===== src/rtl/rob_ctrl.sv =====
// Reorder-buffer row controller: allocates rows at the tail, retires rows at the head,
// rolls the tail back on a branch kill and scrubs every row after an exception flush.
module rob_ctrl #(
    parameter int WIDTH_BANK = 3
) (
    input  logic                  i_clk,
    input  logic                  i_rst,
    input  logic                  i_dis_req,
    output logic                  o_dis_ready,
    output logic                  o_dis_we,
    output logic [WIDTH_BANK-1:0] o_dis_tag,
    input  logic                  i_com_ready,
    output logic                  o_com_en,
    output logic [WIDTH_BANK-1:0] o_head_tag,
    input  logic                  i_kill_en,
    input  logic [WIDTH_BANK-1:0] i_kill_tag,
    input  logic                  i_flush,
    output logic                  o_clr_we,
    output logic [WIDTH_BANK-1:0] o_clr_tag,
    output logic [WIDTH_BANK:0]   o_count,
    output logic                  o_full,
    output logic                  o_empty,
    output logic                  o_busy
);

    localparam int SIZE = 2 ** WIDTH_BANK;
    localparam int PW   = WIDTH_BANK + 1;

    localparam logic [PW-1:0]         SIZE_P   = PW'(SIZE);
    localparam logic [PW-1:0]         ONE_P    = PW'(1);
    localparam logic [WIDTH_BANK-1:0] ONE_R    = WIDTH_BANK'(1);
    localparam logic [WIDTH_BANK-1:0] LAST_ROW = WIDTH_BANK'(SIZE - 1);

    typedef enum logic [1:0] {
        RUN   = 2'd0,
        KILL  = 2'd1,
        FLUSH = 2'd2
    } state_t;

    state_t state, state_nxt;

    // Pointers carry an extra wrap bit so full and empty stay distinguishable.
    logic [PW-1:0]         head, tail;
    logic [PW-1:0]         head_nxt, tail_nxt;
    logic [PW-1:0]         count;
    logic [WIDTH_BANK-1:0] scrub_cnt, scrub_nxt;
    logic [WIDTH_BANK-1:0] kill_ofs;
    logic                  kill_hit;
    logic                  in_run;

    assign in_run  = (state == RUN);
    assign count   = tail - head;
    assign o_count = count;
    assign o_full  = (count == SIZE_P);
    assign o_empty = (count == '0);

    assign o_dis_ready = in_run & ~o_full & ~i_kill_en & ~i_flush;
    assign o_dis_we    = i_dis_req & o_dis_ready;
    assign o_com_en    = in_run & ~o_empty & i_com_ready & ~i_flush;

    assign o_dis_tag  = tail[WIDTH_BANK-1:0];
    assign o_head_tag = head[WIDTH_BANK-1:0];

    // Distance of the killed row from the head; it survives only if it lies inside the occupied window.
    assign kill_ofs = i_kill_tag - head[WIDTH_BANK-1:0];
    assign kill_hit = in_run & i_kill_en & ~o_empty & ({1'b0, kill_ofs} < count);

    assign o_busy    = ~in_run;
    assign o_clr_we  = (state == FLUSH);
    assign o_clr_tag = o_clr_we ? scrub_cnt : '0;

    always_ff @(posedge i_clk or posedge i_rst) begin
        if (i_rst) begin
            state     <= RUN;
            head      <= '0;
            tail      <= '0;
            scrub_cnt <= '0;
        end else begin
            state     <= state_nxt;
            head      <= head_nxt;
            tail      <= tail_nxt;
            scrub_cnt <= scrub_nxt;
        end
    end

    always_comb begin
        state_nxt = state;
        head_nxt  = head;
        tail_nxt  = tail;
        scrub_nxt = scrub_cnt;

        case (state)
            RUN: begin
                if (i_flush) begin
                    state_nxt = FLUSH;
                    scrub_nxt = '0;
                end else begin
                    if (o_com_en) begin
                        head_nxt = head + ONE_P;
                    end
                    // The new tail is measured from the head as it was before any same-cycle commit.
                    if (kill_hit) begin
                        tail_nxt  = head + PW'(kill_ofs) + ONE_P;
                        state_nxt = KILL;
                    end else if (o_dis_we) begin
                        tail_nxt = tail + ONE_P;
                    end
                end
            end

            KILL: begin
                if (i_flush) begin
                    state_nxt = FLUSH;
                    scrub_nxt = '0;
                end else begin
                    state_nxt = RUN;
                end
            end

            FLUSH: begin
                if (scrub_cnt == LAST_ROW) begin
                    state_nxt = RUN;
                    head_nxt  = '0;
                    tail_nxt  = '0;
                    scrub_nxt = '0;
                end else begin
                    scrub_nxt = scrub_cnt + ONE_R;
                end
            end

            default: begin
                state_nxt = RUN;
            end
        endcase
    end

endmodule


===== config.mk =====
export PLATFORM = sky130hd
export DESIGN_NAME = rob_ctrl
export DESIGN_NICKNAME = d
export VERILOG_FILES = /design/src/rtl/rob_ctrl.sv
export SDC_FILE = /design/constraint.sdc
export NUM_CORES = 1
export LEC_CHECK = 0
export CAP_MARGIN = 20
export CORE_AREA = 2 2 52 54
export DETAILED_ROUTE_END_ITERATION = 7
export DIE_AREA = 0 0 54 56
export GPL_TIMING_DRIVEN = 0
export PLACE_DENSITY = 0.83
export SYNTH_ARGS = -nofsm -noshare
export SYNTH_HDL_FRONTEND = slang
export SYNTH_SLANG_ARGS = --single-unit

===== constraint.sdc =====
create_clock -name i_clk -period 5.7 [get_ports i_clk]
set_input_delay 0.855 -clock i_clk [delete_from_list [all_inputs] [get_ports i_clk]]
set_output_delay 0.855 -clock i_clk [all_outputs]
set_load 0.03 [all_outputs]

==> impl_metrics.json <==
{
  "hold_buffers": 0,
  "grtUsageTotal_pct": 20.5,
  "finalSetupViolCount": 0,
  "layout_commonest_cell": "clkdlybuf4s50_1",
  "ys.flop_type": "dfrtp_1",
  "synth_area_um2": 1290,
  "synth.net_count": 166,
  "end_kind": "output port",
  "grt_max_degree": 14,
  "hold_viol": 0,
  "relSlewSlack_pct": 67.4,
  "max_freq_mhz": 249,
  "clock_tree.buffer_depth": 2,
  "syn_area_per_cell_um2": 9.17,
  "period_share_pct": 70.3,
  "cts_setup_buffers": 0,
  "path_cells": "ha_1 > inv_1 > fa_1 > nand2b_1 > nor2_2 > a311oi_4 > and2_1 > clkdlybuf4s50_1",
  "cts-root-buf": "clkbuf_4",
  "diodes": 0,
  "cts.htree.levels": 1,
  "first_pass_iters": 4,
  "worstSetupPathType": "flop to output port",
  "antenna_found_initial": 0,
  "final_cell_mix": "clkdlybuf4s50_1, inv_1, nand2_1, ha_1, dfrtp_1",
  "maxSlewViolCount": 0,
  "die_y_um": 56,
  "arrival_ps": 3150,
  "seq_area_um2": 325,
  "multi_input_area_um2": 856,
  "cts_tree": "yes",
  "drtIter0Drc": 22,
  "crit_buf_inv": 2,
  "nets": 199,
  "dp_hpwl_um": 2210,
  "cp_top_family": "adder cells",
  "synthDistinctLibCells": 41,
  "yosysWarnings": 0,
  "rows": 18,
  "synth_edf_count": 0,
  "cap_viol_max_count": 0,
  "numPortBuffers": 28,
  "synthArstFlopShare_pct": 100,
  "cts_buffers": 3,
  "dieArea_um2": 3020,
  "vias": 1137,
  "setup_tns_ps": 0,
  "tightest_slew_ps": 488,
  "outcome": "complete, no violations",
  "post_drt_wl_per_cell_um": 13.3,
  "wl_um": 2690,
  "critical_path_required_ps": 4850,
  "critPathLaunchType": "flop",
  "synth_seq_area_share_pct": 25.2,
  "drc": 0,
  "drive_gt1_share_pct": 13.3,
  "hp-class": "flop to flop",
  "rsz0062_at_grt": "no",
  "grt_pass1_vias": 1085,
  "place_congestion": 0.828,
  "via_per_inst": 5.60,
  "io_pins": 29,
  "syn2layout_area_growth_pct": 26.6,
  "die-width_um": 54,
  "period_needed_ps": 4010,
  "synth_cells": 141,
  "numClockSinks": 13,
  "cts-resized-gates": 0,
  "cp_max_fo": 9,
  "max_stage_delay_ps": 660,
  "final.setup_skew_ps": 4.57,
  "synth-seq-cells": 13,
  "fillers": 212,
  "cpMaxStageDelayCell": "clkdlybuf4s50_1",
  "gr-total-overflow": 0,
  "ant_nets": 0,
  "clock_latency_ps": 280,
  "grt_pass1_wl_um": 4690,
  "core_area_um2": 2430,
  "path_clk_slew_ps": 80,
  "start_util_pct": 53.1
}
sequential cells by signal, summed over array words and instances, names as in the netlist:
name	cells
tail	4
head	4
scrub_cnt	3
state	2
worst register-to-register path, stage by stage, from the launching register on:
cell and delay, ps:
dfrtp_1 530, ha_1 250, inv_1 60, fa_1 530, inv_1 60, ha_1 280, o21ai_0 220, o221ai_2 150
a31oi_2 390, mux2i_1 250, mux2i_1 100
logic make-up after synthesis:
group | after synthesis | share of synthesized area, %
fa+ha+maj | 16 | 17.2
flops | 13 | 25.2
buf+inv | 23 | 8.62
simple gates | 51 | 21.7
xor+xnor | 8 | 6.00
mux | 10 | 7.94
compound gates | 20 | 13.4
per-layer routing:
| metal | GRT usage, % | vias up | wire length [µm] |
|---|---|---|---|
| li1 | - | 555 | - |
| met1 | 27.3 | 547 | 1170 |
| met2 | 33.3 | 33 | 1370 |
| met3 | 5.38 | 2 | 136 |
| met4 | 3.93 | 0 | 15 |
| met5 | 0 | - | 0 |
stage by stage:
| stage | hold WS [ps] | worst slack, ps | util (%) | cells | cell area (µm²) |
|---|---|---|---|---|---|
| after global routing | 588 | 1500 | 67.3 | 203 | 1640 |
| after floorplan | 486 | 1900 | - | 141 | 1290 |
| after detailed placement | 523 | 1930 | 66.2 | 199 | 1610 |
| after CTS | 545 | 1670 | 67.3 | 203 | 1640 |
| after global placement | 508 | 1940 | 66.2 | 199 | 1610 |
| final | 542 | 1690 | 67.3 | 203 | 1640 |
cells in the mapped netlist, drive strengths merged, types with 2 or more instances:
cell type	instances	share of area, %
or3	2	0.97
ha	13	13
a311oi	2	2.7
dfrtp	13	25
mux2i	8	6.2
mux2	2	1.7
nor2	8	2.5
nand3b	3	1.7
nor3	4	2.4
fa	3	4.6
nand2b	3	1.5
nand4	2	0.97
a22o	2	1.4
nand2	13	3.8
nor2b	2	0.97
xnor2	5	4.0
inv	15	4.4
nand3	6	2.7
o21ai	6	2.6
a21o	2	1.2
a21oi	3	1.2
and2	4	1.9
buf	8	4.3
xor2	3	2.0
a31oi	2	1.9
layout make-up:
type                    count  share of cell area, %
clock buffers               4                   1.61
inverters                  15                   3.44
repair buffers             28                   17.1
plain buffers               8                   3.36
multi-input cells         105                   52.3
well taps                  30                   2.29
flip-flops and latches     13                   19.9
worst paths after layout:
kind,start,to,cells after the start,slack [ps]
setup / recovery,head[0]$_DFFE_PP0P_,o_dis_we,8,1690
hold / removal,scrub_cnt[2]$_DFFE_PP0P_,scrub_cnt[2]$_DFFE_PP0P_,1,540
setup reg to reg,head[0]$_DFFE_PP0P_,tail[0]$_DFFE_PP0P_,10,2760
hold reg to reg,scrub_cnt[2]$_DFFE_PP0P_,scrub_cnt[2]$_DFFE_PP0P_,1,540
max in group asynchronous,i_rst,state[0]$_DFFE_PP0P_,2,4470
min in group asynchronous,i_rst,state[1]$_DFFE_PP0P_,2,890
Power is left out: the tool's default activity adds up to more than one toggle a clock period on the data nets, which glitch-free logic cannot reach.
